## src/rtl/mmio_pkg.sv

```systemverilog
// mmio_pkg: register offsets, FSM state encoding and bit indices for mmio_responder
package mmio_pkg;
    localparam logic [31:0] BASE_ADDR = 32'hFFFF_0000;
    localparam logic [4:0] OFS_DISPA  = 5'h00;
    localparam logic [4:0] OFS_DISPB  = 5'h04;
    localparam logic [4:0] OFS_LED    = 5'h08;
    localparam logic [4:0] OFS_SW     = 5'h0C;
    localparam logic [4:0] OFS_TCOUNT = 5'h10;
    localparam logic [4:0] OFS_TCMP   = 5'h14;
    localparam logic [4:0] OFS_STATUS = 5'h18;
    localparam logic [4:0] OFS_CTRL   = 5'h1C;
    typedef logic [0:0] state_t;
    localparam state_t ST_IDLE = 1'b0;
    localparam state_t ST_RESP = 1'b1;
    localparam int CTRL_EN     = 0;
    localparam int CTRL_CLR    = 1;
    localparam int STATUS_PEND = 0;
    function automatic logic in_window(input logic [31:0] a);
        return a[31:5] == BASE_ADDR[31:5];
    endfunction
endpackage

```

## src/rtl/mmio_timer.sv

```systemverilog
// mmio_timer: free-running compare timer with sticky match flag
// Ports: clk/rst; en, clr_on_match from CTRL; tcmp_we/tcmp_wdata load TCMP;
//        status_clr clears pending; tcount, tcmp, pending are the register values.
module mmio_timer (
    input  logic        clk,
    input  logic        rst,
    input  logic        en,
    input  logic        clr_on_match,
    input  logic        tcmp_we,
    input  logic [31:0] tcmp_wdata,
    input  logic        status_clr,
    output logic [31:0] tcount,
    output logic [31:0] tcmp,
    output logic        pending
);
    logic match;
    assign match = en && tcount == tcmp;
    always_ff @(posedge clk) begin
        if (rst) begin
            tcount  <= '0;
            tcmp    <= '0;
            pending <= 1'b0;
        end else begin
            if (tcmp_we) tcmp <= tcmp_wdata;
            if (en) tcount <= (match && clr_on_match) ? '0 : tcount + 32'd1;
            // a match in the same cycle as a clear keeps the flag set
            pending <= match | (pending & ~status_clr);
        end
    end
endmodule

```

## src/rtl/mmio_responder.sv

```systemverilog
// mmio_responder: memory-mapped display/LED/switch/timer registers with a one-cycle Ready handshake
// Ports: Clk, Rst (sync, active-high); Address/WriteData/MemWrite/MemRead CPU bus;
//        Switches raw input; ReadData/Hit/Ready bus responses; DisplayA/DisplayB/Leds/TimerIrq outputs.
// Define MMIO_TIMER_EN to build the timer, TCMP, STATUS and CTRL registers.
module mmio_responder
    import mmio_pkg::*;
(
    input  logic        Clk,
    input  logic        Rst,
    input  logic [31:0] Address,
    input  logic [31:0] WriteData,
    input  logic        MemWrite,
    input  logic        MemRead,
    input  logic [15:0] Switches,
    output logic [31:0] ReadData,
    output logic        Hit,
    output logic        Ready,
    output logic [31:0] DisplayA,
    output logic [31:0] DisplayB,
    output logic [15:0] Leds,
    output logic        TimerIrq
);
    state_t      state;
    logic [15:0] sw_meta, sw_sync;
    logic [31:0] rd_next, timer_rd;
    logic [4:0]  ofs;
    logic        accept, wr_ok;
    assign Hit    = in_window(Address);
    assign accept = state == ST_IDLE && Hit && (MemRead || MemWrite);
    assign ofs    = {Address[4:2], 2'b00};
    assign wr_ok  = accept && MemWrite && Address[1:0] == 2'b00;
    assign Ready  = state == ST_RESP;
`ifdef MMIO_TIMER_EN
    logic [1:0]  ctrl;
    logic [31:0] tcount, tcmp;
    logic        pending;
    mmio_timer u_timer (
        .clk         (Clk),
        .rst         (Rst),
        .en          (ctrl[CTRL_EN]),
        .clr_on_match(ctrl[CTRL_CLR]),
        .tcmp_we     (wr_ok && ofs == OFS_TCMP),
        .tcmp_wdata  (WriteData),
        .status_clr  (wr_ok && ofs == OFS_STATUS && WriteData[STATUS_PEND]),
        .tcount      (tcount),
        .tcmp        (tcmp),
        .pending     (pending)
    );
    always_ff @(posedge Clk) begin
        if (Rst) ctrl <= '0;
        else if (wr_ok && ofs == OFS_CTRL) ctrl <= WriteData[1:0];
    end
    assign TimerIrq = pending;
    assign timer_rd = ofs == OFS_TCOUNT ? tcount :
                      ofs == OFS_TCMP   ? tcmp :
                      ofs == OFS_STATUS ? {31'h0, pending} :
                      ofs == OFS_CTRL   ? {30'h0, ctrl} : '0;
`else
    assign TimerIrq = 1'b0;
    assign timer_rd = '0;
`endif
    // writes (including write+read) and unaligned accesses return 0
    assign rd_next = (MemWrite || Address[1:0] != 2'b00) ? '0 :
                     ofs == OFS_DISPA ? DisplayA :
                     ofs == OFS_DISPB ? DisplayB :
                     ofs == OFS_LED   ? {16'h0, Leds} :
                     ofs == OFS_SW    ? {16'h0, sw_sync} : timer_rd;
    always_ff @(posedge Clk) begin
        if (Rst) begin
            state    <= ST_IDLE;
            ReadData <= '0;
            DisplayA <= '0;
            DisplayB <= '0;
            Leds     <= '0;
            sw_meta  <= '0;
            sw_sync  <= '0;
        end else begin
            state    <= accept ? ST_RESP : ST_IDLE;
            ReadData <= accept ? rd_next : '0;
            sw_meta  <= Switches;
            sw_sync  <= sw_meta;
            if (wr_ok && ofs == OFS_DISPA) DisplayA <= WriteData;
            if (wr_ok && ofs == OFS_DISPB) DisplayB <= WriteData;
            if (wr_ok && ofs == OFS_LED) Leds <= WriteData[15:0];
        end
    end
endmodule

```

## config.mk

```make
export PLATFORM = sky130hd
export DESIGN_NAME = mmio_responder
export DESIGN_NICKNAME = d
export VERILOG_FILES = /design/src/rtl/mmio_pkg.sv /design/src/rtl/mmio_timer.sv /design/src/rtl/mmio_responder.sv
export SDC_FILE = /design/constraint.sdc
export NUM_CORES = 1
export LEC_CHECK = 0
export ABC_AREA = 1
export CORE_ASPECT_RATIO = 1.75
export CORE_UTILIZATION = 35
export DETAILED_ROUTE_END_ITERATION = 8
export PLACE_DENSITY = 0.65
export SYNTH_ARGS = -nofsm -noshare
export SYNTH_HDL_FRONTEND = slang
export SYNTH_HIERARCHICAL = 1
export SYNTH_SLANG_ARGS = --single-unit
```

## constraint.sdc

```tcl
create_clock -name Clk -period 1.6 [get_ports Clk]
set_input_delay 0.4 -clock Clk [delete_from_list [all_inputs] [get_ports Clk]]
set_output_delay 0.4 -clock Clk [all_outputs]
set_load 0.05 [all_outputs]
```

# Yosys cells after proc, flatten, opt, wreduce, memory -nomap -nowiden
# Index checks and enable logic that the tools add are counted.
classes:
  add_sub_neg: 0
  n_mul: 0
  n_div: 0
  order_cmp: 0
  n_eq_ne: 4
  shift: 0
  muxes: 5
  bitwise_logic: 2
  n_reduce_logical: 13
op_table:
  columns: ["cell", "count"]
  rows:
  - ["$mux W32", 2]
  - ["$mux W16", 2]
  - ["$eq A27 B27 Y1 const B", 1]
  - ["$logic_and A1 B1 Y1", 7]
  - ["$eq A3 B2 Y1 const B", 2]
  - ["$logic_not A5 Y1", 1]
  - ["$eq A3 B1 Y1 const B", 1]
  - ["$reduce_or A3 Y1", 1]
  - ["$logic_not A2 Y1", 1]
  - ["$logic_or A1 B1 Y1", 2]
  - ["$not A1 Y1", 2]
  - ["$reduce_bool A2 Y1", 1]
  - ["$mux W1", 1]
word_totals:
  reg_bits: 145
  latchBits: 0
  ram_bits: 0
  rom_bits: 0
  input_bits: 84
  out_inout_bits: 115
  word_cells: 31
  memories: 0

# Logic depth before layout (Yosys ltp)
# Gate-level depths: netlist of the first run.
logic_depth:
  depth_word: 6
  depth_mapped: 11
  mapped_depth_nobuf: 10

# Worst setup path before layout of the first run
# No wires, ideal clock.
synth_timing:
  path_kind: "input to register"
  startpoint: "input port Address[12]"
  endpoint: "register Leds[10]"
  setup_ns: 0.113
  arrival_ns: 1.648
  t_required_ns: 1.487
  path_slack_ns: -0.161
  cell_stages: 9
  n_path_buf: 1
  path_cell_list: "nor2_1 > nand2_1 > nor2_1 > nand2_1 > nor2_4 > nand4_1 > buf_2 > nor2_1 > nor2_1"
synth_between:
  elab_chain_cells: 6
synth_lines:
  columns: ["item", "line", "text"]
  rows:
  - ["start, declared", "mmio_responder.sv:10", "input logic [31:0] Address,"]
  - ["$eq A27 B27 Y1", "mmio_pkg.sv:19", "return a[31:5] == BASE_ADDR[31:5];"]
  - ["net Hit", "mmio_responder.sv:16", "output logic Hit,"]
  - ["$logic_and A1 B1 Y1 (2 in series)", "mmio_responder.sv:29", "assign accept = state == ST_IDLE && Hit && (MemRead || MemWrite);"]
  - ["$logic_and A1 B1 Y1 (2 in series)", "mmio_responder.sv:31", "assign wr_ok = accept && MemWrite && Address[1:0] == 2'b00;"]
  - ["$logic_and A1 B1 Y1", "mmio_responder.sv:84", "if (wr_ok && ofs == OFS_LED) Leds <= WriteData[15:0];"]
  - ["end signal, assigned", "mmio_responder.sv:84", null]
  - ["end, declared", "mmio_responder.sv:20", "output logic [15:0] Leds,"]
# The timed path passes the listed nets, and every way through them passes these cells.
# A chain may end at the register's enable or synchronous reset.

# Final worst setup path of the first run
layout_timing:
  startpoint: "input port Address[16]"
  endpoint: "output port Hit"
layout_between:
  elab_chain_cells: 1
layout_lines:
  columns: ["item", "line"]
  rows:
  - ["$eq A27 B27 Y1", "mmio_pkg.sv:19"]
  - ["end, declared", "mmio_responder.sv:16"]
# Every way passes these cells.

==> summary.md, run 1 <==
| Metric | Value |
|---|---|
| Status | `completed` |
| Unrepaired setup endpoints after global routing | `true` |
| Vias/cell | `4.64` |
| Post-Synthesis Net Count | `937` |
| N_diodes | `0` |
| Final min period | `1.56 ns` |
| CP max stage delay | `approximately 0.2 ns` |
| Hold Fails Final Rpt | `0` |
| First-pass GRT wire length | `around 29 mm` |
| # setup viols final | `0` |
| Reg2reg path depth | `8` |
| Max Freq | `roughly 640 MHz` |
| Crit start category | `primary input` |
| Layout filler cell count | `1446` |
| Top Ports | `slightly below 200` |
| Port bufs | `around 200` |
| Die area | `roughly 0.017 mm²` |
| DRT Pass-1 Iters | `5` |
| Placed cell area | `about 0.0091 mm²` |
| Core box area | `approximately 0.016 mm²` |
| Top cell type's share of synthesized area | `between 50% and 60%` |
| Critical path type | `primary input to output port` |
| WHS Endpoint | `Ready` |
| Synth warn | `6` |
| Gr usage total | `between 20% and 30%` |
| Max cap viols | `0` |
| Hold crit path type | `primary input to flop` |
| CP bufs+invs | `2` |
| Area of the multi-input gates | `0.00213 mm²` |
| RePlAce Congestion | `0.825` |
| Placement Setup Slack | `-0.532 ns` |
| Cell family with most CP delay | `simple AND/OR/NAND/NOR gates` |
| Residual DRC | `0` |
| Maximum VDD drop | `663 µV` |
| H-tree depth | `4` |
| Number of global-route vias before repair | `5769` |
| Post-Synthesis Cells | `roughly 850` |
| Req. time, crit path | `1.20 ns` |
| Largest net degree at the start of global routing | `56` |
| Pins Over Slew Limit | `0` |
| Hold slack | `approximately 0.28 ns` |
| WHS Path Cells | `2` |
| Setup tns final | `0 ns` |
| Initial antenna violation count | `0` |
| Top FF cell, synth | `dfxtp_1` |
| Area growth syn-to-layout | `67.4%` |
| Clk buf depth | `2` |
| Endpoint type of the worst setup path | `output port` |
| Hold Startpoint | `Rst` |
| Leak Pwr | `roughly 0.0045 µW` |
| Proportion of layout cells with a drive suffix above 1 | `about a fifth` |
| CP max FO | `2` |
| Design Power | `about 8000 µW` |
| Clock sinks | `about 150` |
| Final WL | `roughly 20 mm` |
| Initial core utilization | `a little over a third` |
| Commonest cells in the netlist | `260 x nor2_1, 183 x nand2_1, 158 x inv_1, 145 x dfxtp_1, 48 x o22ai_1` |
| Die Ht | `approximately 170 µm` |
| Later-pin clock latency in the skew report | `between 0.4 and 0.5 ns` |
| Post-DRT Antenna Nets | `0` |
| Vias | `~6000` |
| Cell taking the most area after synthesis | `dfxtp_1` |
| Fin crit share | `between 90% and 100%` |
| Ranking of synthesized cells by area | `dfxtp_1 50%, nor2_1 17%, nand2_1 12%` |
| Overflow after GRT | `0` |
| Sequential area share after synthesis | `around half` |
| Skew final | `~0.0073 ns` |
| Cell Pwr Density | `between 800 and 900 mW/mm²` |
| FF-to-FF Start | `Ready` |
| TritonCTS clock tree | `yes` |
| Storage cell area | `~0.0029 mm²` |
| Post-synth EDFFs | `0` |
| CTS Hold Bufs | `0` |
| Worst Path Arrival | `between 1 and 1.5 ns` |
| Cell variety after synth | `19` |
| Reg2reg setup slack | `0.25 ns` |
| Ys async rst share | `0%` |
| Hpwl dp | `~13 mm` |
| CP Launch Point | `Address[16]` |
| Final Cell Area | `between 0.009 and 0.01 mm²` |
| Most frequent cell after synthesis | `nor2_1` |
| Row count | `a little over 60` |
| Crit-path cells | `clkdlybuf4s15_1 > nand3_2 > nor2_2 > nand2_2 > nor2_4 > buf_12` |
| Number of CTS-inserted buffers | `17` |
| Post-Syn Area per Cell | `a little under 7 µm²` |
| Reg clk slew, reported paths | `approximately 0.06 ns` |
| Worst Setup Slack, final | `between 0.04 and 0.05 ns` |
| Routed len/inst | `15.4 µm` |
| Width of the chip | `~100 µm` |
| Synth Register Bits | `145` |
| Cell Area, Synth | `0.00577 mm²` |
| CTS root buffer | `clkbuf_16` |
| Final #Nets | `between 1000 and 1500` |
| Worst R2R End | `DisplayA[27]` |
| DRC marker count from the first detailed-route iteration | `roughly 270` |
| Worst path slowest cell | `clkdlybuf4s15_1` |
==> area by class of cell <==
| class | instances | area share, % |
|---|---|---|
| multi-input cells | 511 | 22.0 |
| flip-flops and latches | 145 | 30.0 |
| clock inverters | 12 | 1.37 |
| clock buffers | 20 | 4.72 |
| inverters | 159 | 6.17 |
| well taps | 189 | 2.45 |
| repair buffers | 228 | 33.2 |
==> timing repair <==
item / in CTS / in global routing
cloned: 0 / 2
pin swaps: 13 / 9
gates resized for setup: 77 / 25
endpoints found under the setup margin: 113 / 6
buffers inserted: 1 / 2
==> per-layer routing <==
metal / vias to the layer above / global-route usage [%] / wire length (µm)
li1: 2918 / - / -
met3: 43 / 4.28 / 1120
met4: 0 / 11.6 / 774
met5: - / 0 / 0
met1: 2695 / 23.1 / 7230
met2: 214 / 43.1 / 10300
==> cells in the final DEF (no fill, tap or decap), drive strengths merged <==
master and instances:
inv 161, bufinv 2, dfxtp 145, clkdlybuf4s15 3
buf 157, clkinv 5, nor2 263, dlymetal6s2s 1
conb 1, nor3 1, nand2 184, o22ai 48
nor3b 1, nand3b 1, nand3 5, clkbuf 33
clkdlybuf4s50 54, clkinvlp 3, nand4 7
==> state kept, by name (all words and copies together) (netlist names) <==
register,flops
DisplayA,32
DisplayB,32
ReadData,32
Leds,16
sw_meta,16
sw_sync,16
Ready,1
==> worst max path at each step <==
stage,slack [ns],cells past startpoint,end
finish,0.04,6,Hit
CTS,-0.07,8,Hit
global route,-0.01,7,Hit
detailed placement,-0.53,11,DisplayB[12]
floorplan,-0.15,9,Leds[11]
global placement,-0.49,10,DisplayA[31]
==> logic make-up (layout without fill, tap and decap cells) <==
logic type             after synthesis  after routing  share of synthesized area, %
AOI/OAI and AO/OA                   48             48                          5.20
and+or+nand+nor                    462            462                          30.9
DFF                                145            145                          50.3
other                                1              1                        0.0649
buffers and inverters              197            419                          13.5
==> report_power, final <==
group	leakage, µW	switching, µW	internal [µW]
sequential	0.00117	9.31	3650
combinational	0.00309	219	225
clock	0.000283	1550	2380
==> through the flow <==
step	util, %	instances
2_1_floorplan	-	853
3_3_place_gp	56.8	1228
3_5_place_dp	56.8	1228
4_1_cts	60.2	1261
5_1_grt	60.3	1264
6_report	60.3	1264
==> worst register-to-register path, delay by kind of cell (launching register included) <==
kind,cells,cell delay [ns]
buffers and inverters,3,0.53
AND/OR/NAND/NOR,5,0.43
flip-flops,1,0.33
Note: power is estimated with default switching activity, not from simulation.
==> run 2: changes to the inputs <==
Settings changed: CORE_UTILIZATION 35 to 34, PLACE_DENSITY 0.65 to 0.64.
Clock period 1.6 ns to 1.65 ns, I/O delays scaled along.
==> summary.md, run 2 (same netlist as run 1, synthesis figures left out) <==
| Metric | Value |
|---|---|
| Number of CTS-inserted buffers | `17 (unchanged)` |
| Endpoint type of the worst setup path | `output port` |
| Area growth syn-to-layout | `52.4%` |
| Max Freq | `between 600 and 700 MHz` |
| Proportion of layout cells with a drive suffix above 1 | `20.1% (+0.15 points)` |
| Post-DRT Antenna Nets | `0 (unchanged)` |
| Layout filler cell count | `1631 (+13%)` |
| Fin crit share | `a little over nine tenths` |
| Worst Path Arrival | `1.19 ns (+0.03 ns)` |
| Hpwl dp | `13.2 mm (about the same)` |
| Top flop regs | `DisplayA: 32 flops, DisplayB: 32 flops, ReadData: 32 flops` |
| CP max stage delay | `0.21 ns (about the same)` |
| H-tree depth | `4 (unchanged)` |
| Reg clk slew, reported paths | `0.06 ns (about the same)` |
| Final min period | `1.60 ns` |
| DRC marker count from the first detailed-route iteration | `270 (-1.1%)` |
| Leading cell type in the layout, fill and taps excluded | `nor2_1` |
| First-pass GRT wire length | `28.6 mm (-1.5%)` |
| Later-pin clock latency in the skew report | `0.41 ns (about the same)` |
| Largest net degree at the start of global routing | `48 (-14%)` |
| Commonest non-fill, non-tap cells in the layout | `255 x nor2_1, 180 x nand2_1, 157 x inv_1` |
| Skew final | `0.00921 ns (+0.00193 ns)` |
| Die area | `0.0175 mm² (+2.9%)` |
| Initial antenna violation count | `0 (unchanged)` |
| Unrepaired setup endpoints after global routing | `true` |
| Cell Pwr Density | `863 mW/mm² (+3.9%)` |
| Critical path type | `primary input to output port` |
| Gr usage total | `21.5% (-1.1 points)` |
| Residual DRC | `0 (unchanged)` |
| # setup viols final | `0 (unchanged)` |
| Setup tns final | `0 ns (unchanged)` |
| Req. time, crit path | `1.24 ns (+0.04 ns)` |
| CTS Hold Bufs | `0 (unchanged)` |
| N_diodes | `0 (unchanged)` |
| Crit-path cells | `clkdlybuf4s15_1 > nand3_2 > nand3b_1 > nor2_4 > buf_12` |
| Core box area | `0.0165 mm² (+3.1%)` |
| CTS root buffer | `clkbuf_16` |
| CP max FO | `2 (unchanged)` |
| Worst path slowest cell | `nand3b_1` |
| Area of the multi-input gates | `0.00214 mm² (+0.47%)` |
| Max cap viols | `0 (unchanged)` |
| Final #Nets | `1153 (+0.61%)` |
| Row count | `62 (+1.6%)` |
| Initial core utilization | `34.9% (-1.1 points)` |
| Vias | `5804 (-1.1%)` |
| Die Ht | `174 µm (+1.4%)` |
| Top Ports | `199 (unchanged)` |
| Clk buf depth | `2 (unchanged)` |
| Maximum VDD drop | `572 µV (-14%)` |
| Hold Fails Final Rpt | `0 (unchanged)` |
| Overflow after GRT | `0 (unchanged)` |
| TritonCTS clock tree | `yes` |
| Number of global-route vias before repair | `5673 (-1.7%)` |
| RePlAce Congestion | `0.853 (+3.4%)` |
| Crit start category | `primary input` |
| Leak Pwr | `0.00433 µW (-4.9%)` |
| Final WL | `18.5 mm (-4.8%)` |
| Pins Over Slew Limit | `0 (unchanged)` |
| Status | `completed` |
| Hold crit path type | `flop to flop` |
| Hold slack | `0.398 ns (+0.121 ns)` |
| DRT Pass-1 Iters | `5 (unchanged)` |
| Storage cell area | `0.00290 mm² (unchanged)` |
| Vias/cell | `4.44 (-4.3%)` |
| Clock sinks | `145 (unchanged)` |
| Routed len/inst | `14.2 µm (-7.9%)` |
| Port bufs | `197 (unchanged)` |
| Width of the chip | `101 µm (+1.4%)` |
==> run 2: critical path: cells and delay by family <==
family,cells,cell delay (ns)
and+or+nand+nor,3,0.46
buffers and inverters,2,0.31
==> run 2: area by class of cell <==
cell class	instances	share of cell area (%)
multi-input cells	511	24.3
repair buffers	235	26.4
inverters	159	6.78
clock inverters	13	1.29
clock buffers	19	5.03
well taps	224	3.19
flip-flops and latches	145	33.0
==> run 2: power by group <==
| group | internal, µW | total (µW) | switching (µW) | leakage [µW] |
|---|---|---|---|---|
| registers | 3540 | 3550 | 8.80 | 0.00117 |
| clock network | 2110 | 3600 | 1490 | 0.000261 |
| logic | 231 | 442 | 212 | 0.00289 |
==> run 2: per-layer routing <==
layer,track usage (%),vias to the layer above,share of wire [%]
met5,0,-,0
met4,11.6,0,4.0
met3,4.14,44,5.4
met2,38.2,210,53
met1,23.5,2617,38
li1,-,2933,-
==> run 2: final timing paths <==
check              start           to  slack (ns)  depth (start not counted)
max reg2reg        Ready  DisplayB[4]        0.30                          6
min          sw_meta[13]  sw_sync[13]        0.40                          2
min reg2reg  sw_meta[13]  sw_sync[13]        0.40                          2
max          Address[31]          Hit        0.05                          5
==> run 2: what timing repair did <==
| item | in CTS | in global routing |
|---|---|---|
| gates resized for setup | 81 | 22 |
| gates cloned | 0 | 1 |
| setup buffers | 1 | 1 |
| pin swaps | 12 | 6 |
| setup endpoints to repair | 94 | 46 |
==> run 2: per-stage QoR <==
step	setup WS [ns]	utilization [%]	cells	cell area (µm²)	total power [µW]
detailed placement	-0.572	49.9	1272	8240	4090
global placement	-0.576	49.9	1272	8240	4090
global route	-0.0279	53.2	1306	8800	7850
floorplan	-0.116	-	853	5830	3760
finish	0.0461	53.2	1306	8800	7590
CTS	-0.0248	53.0	1305	8760	7670
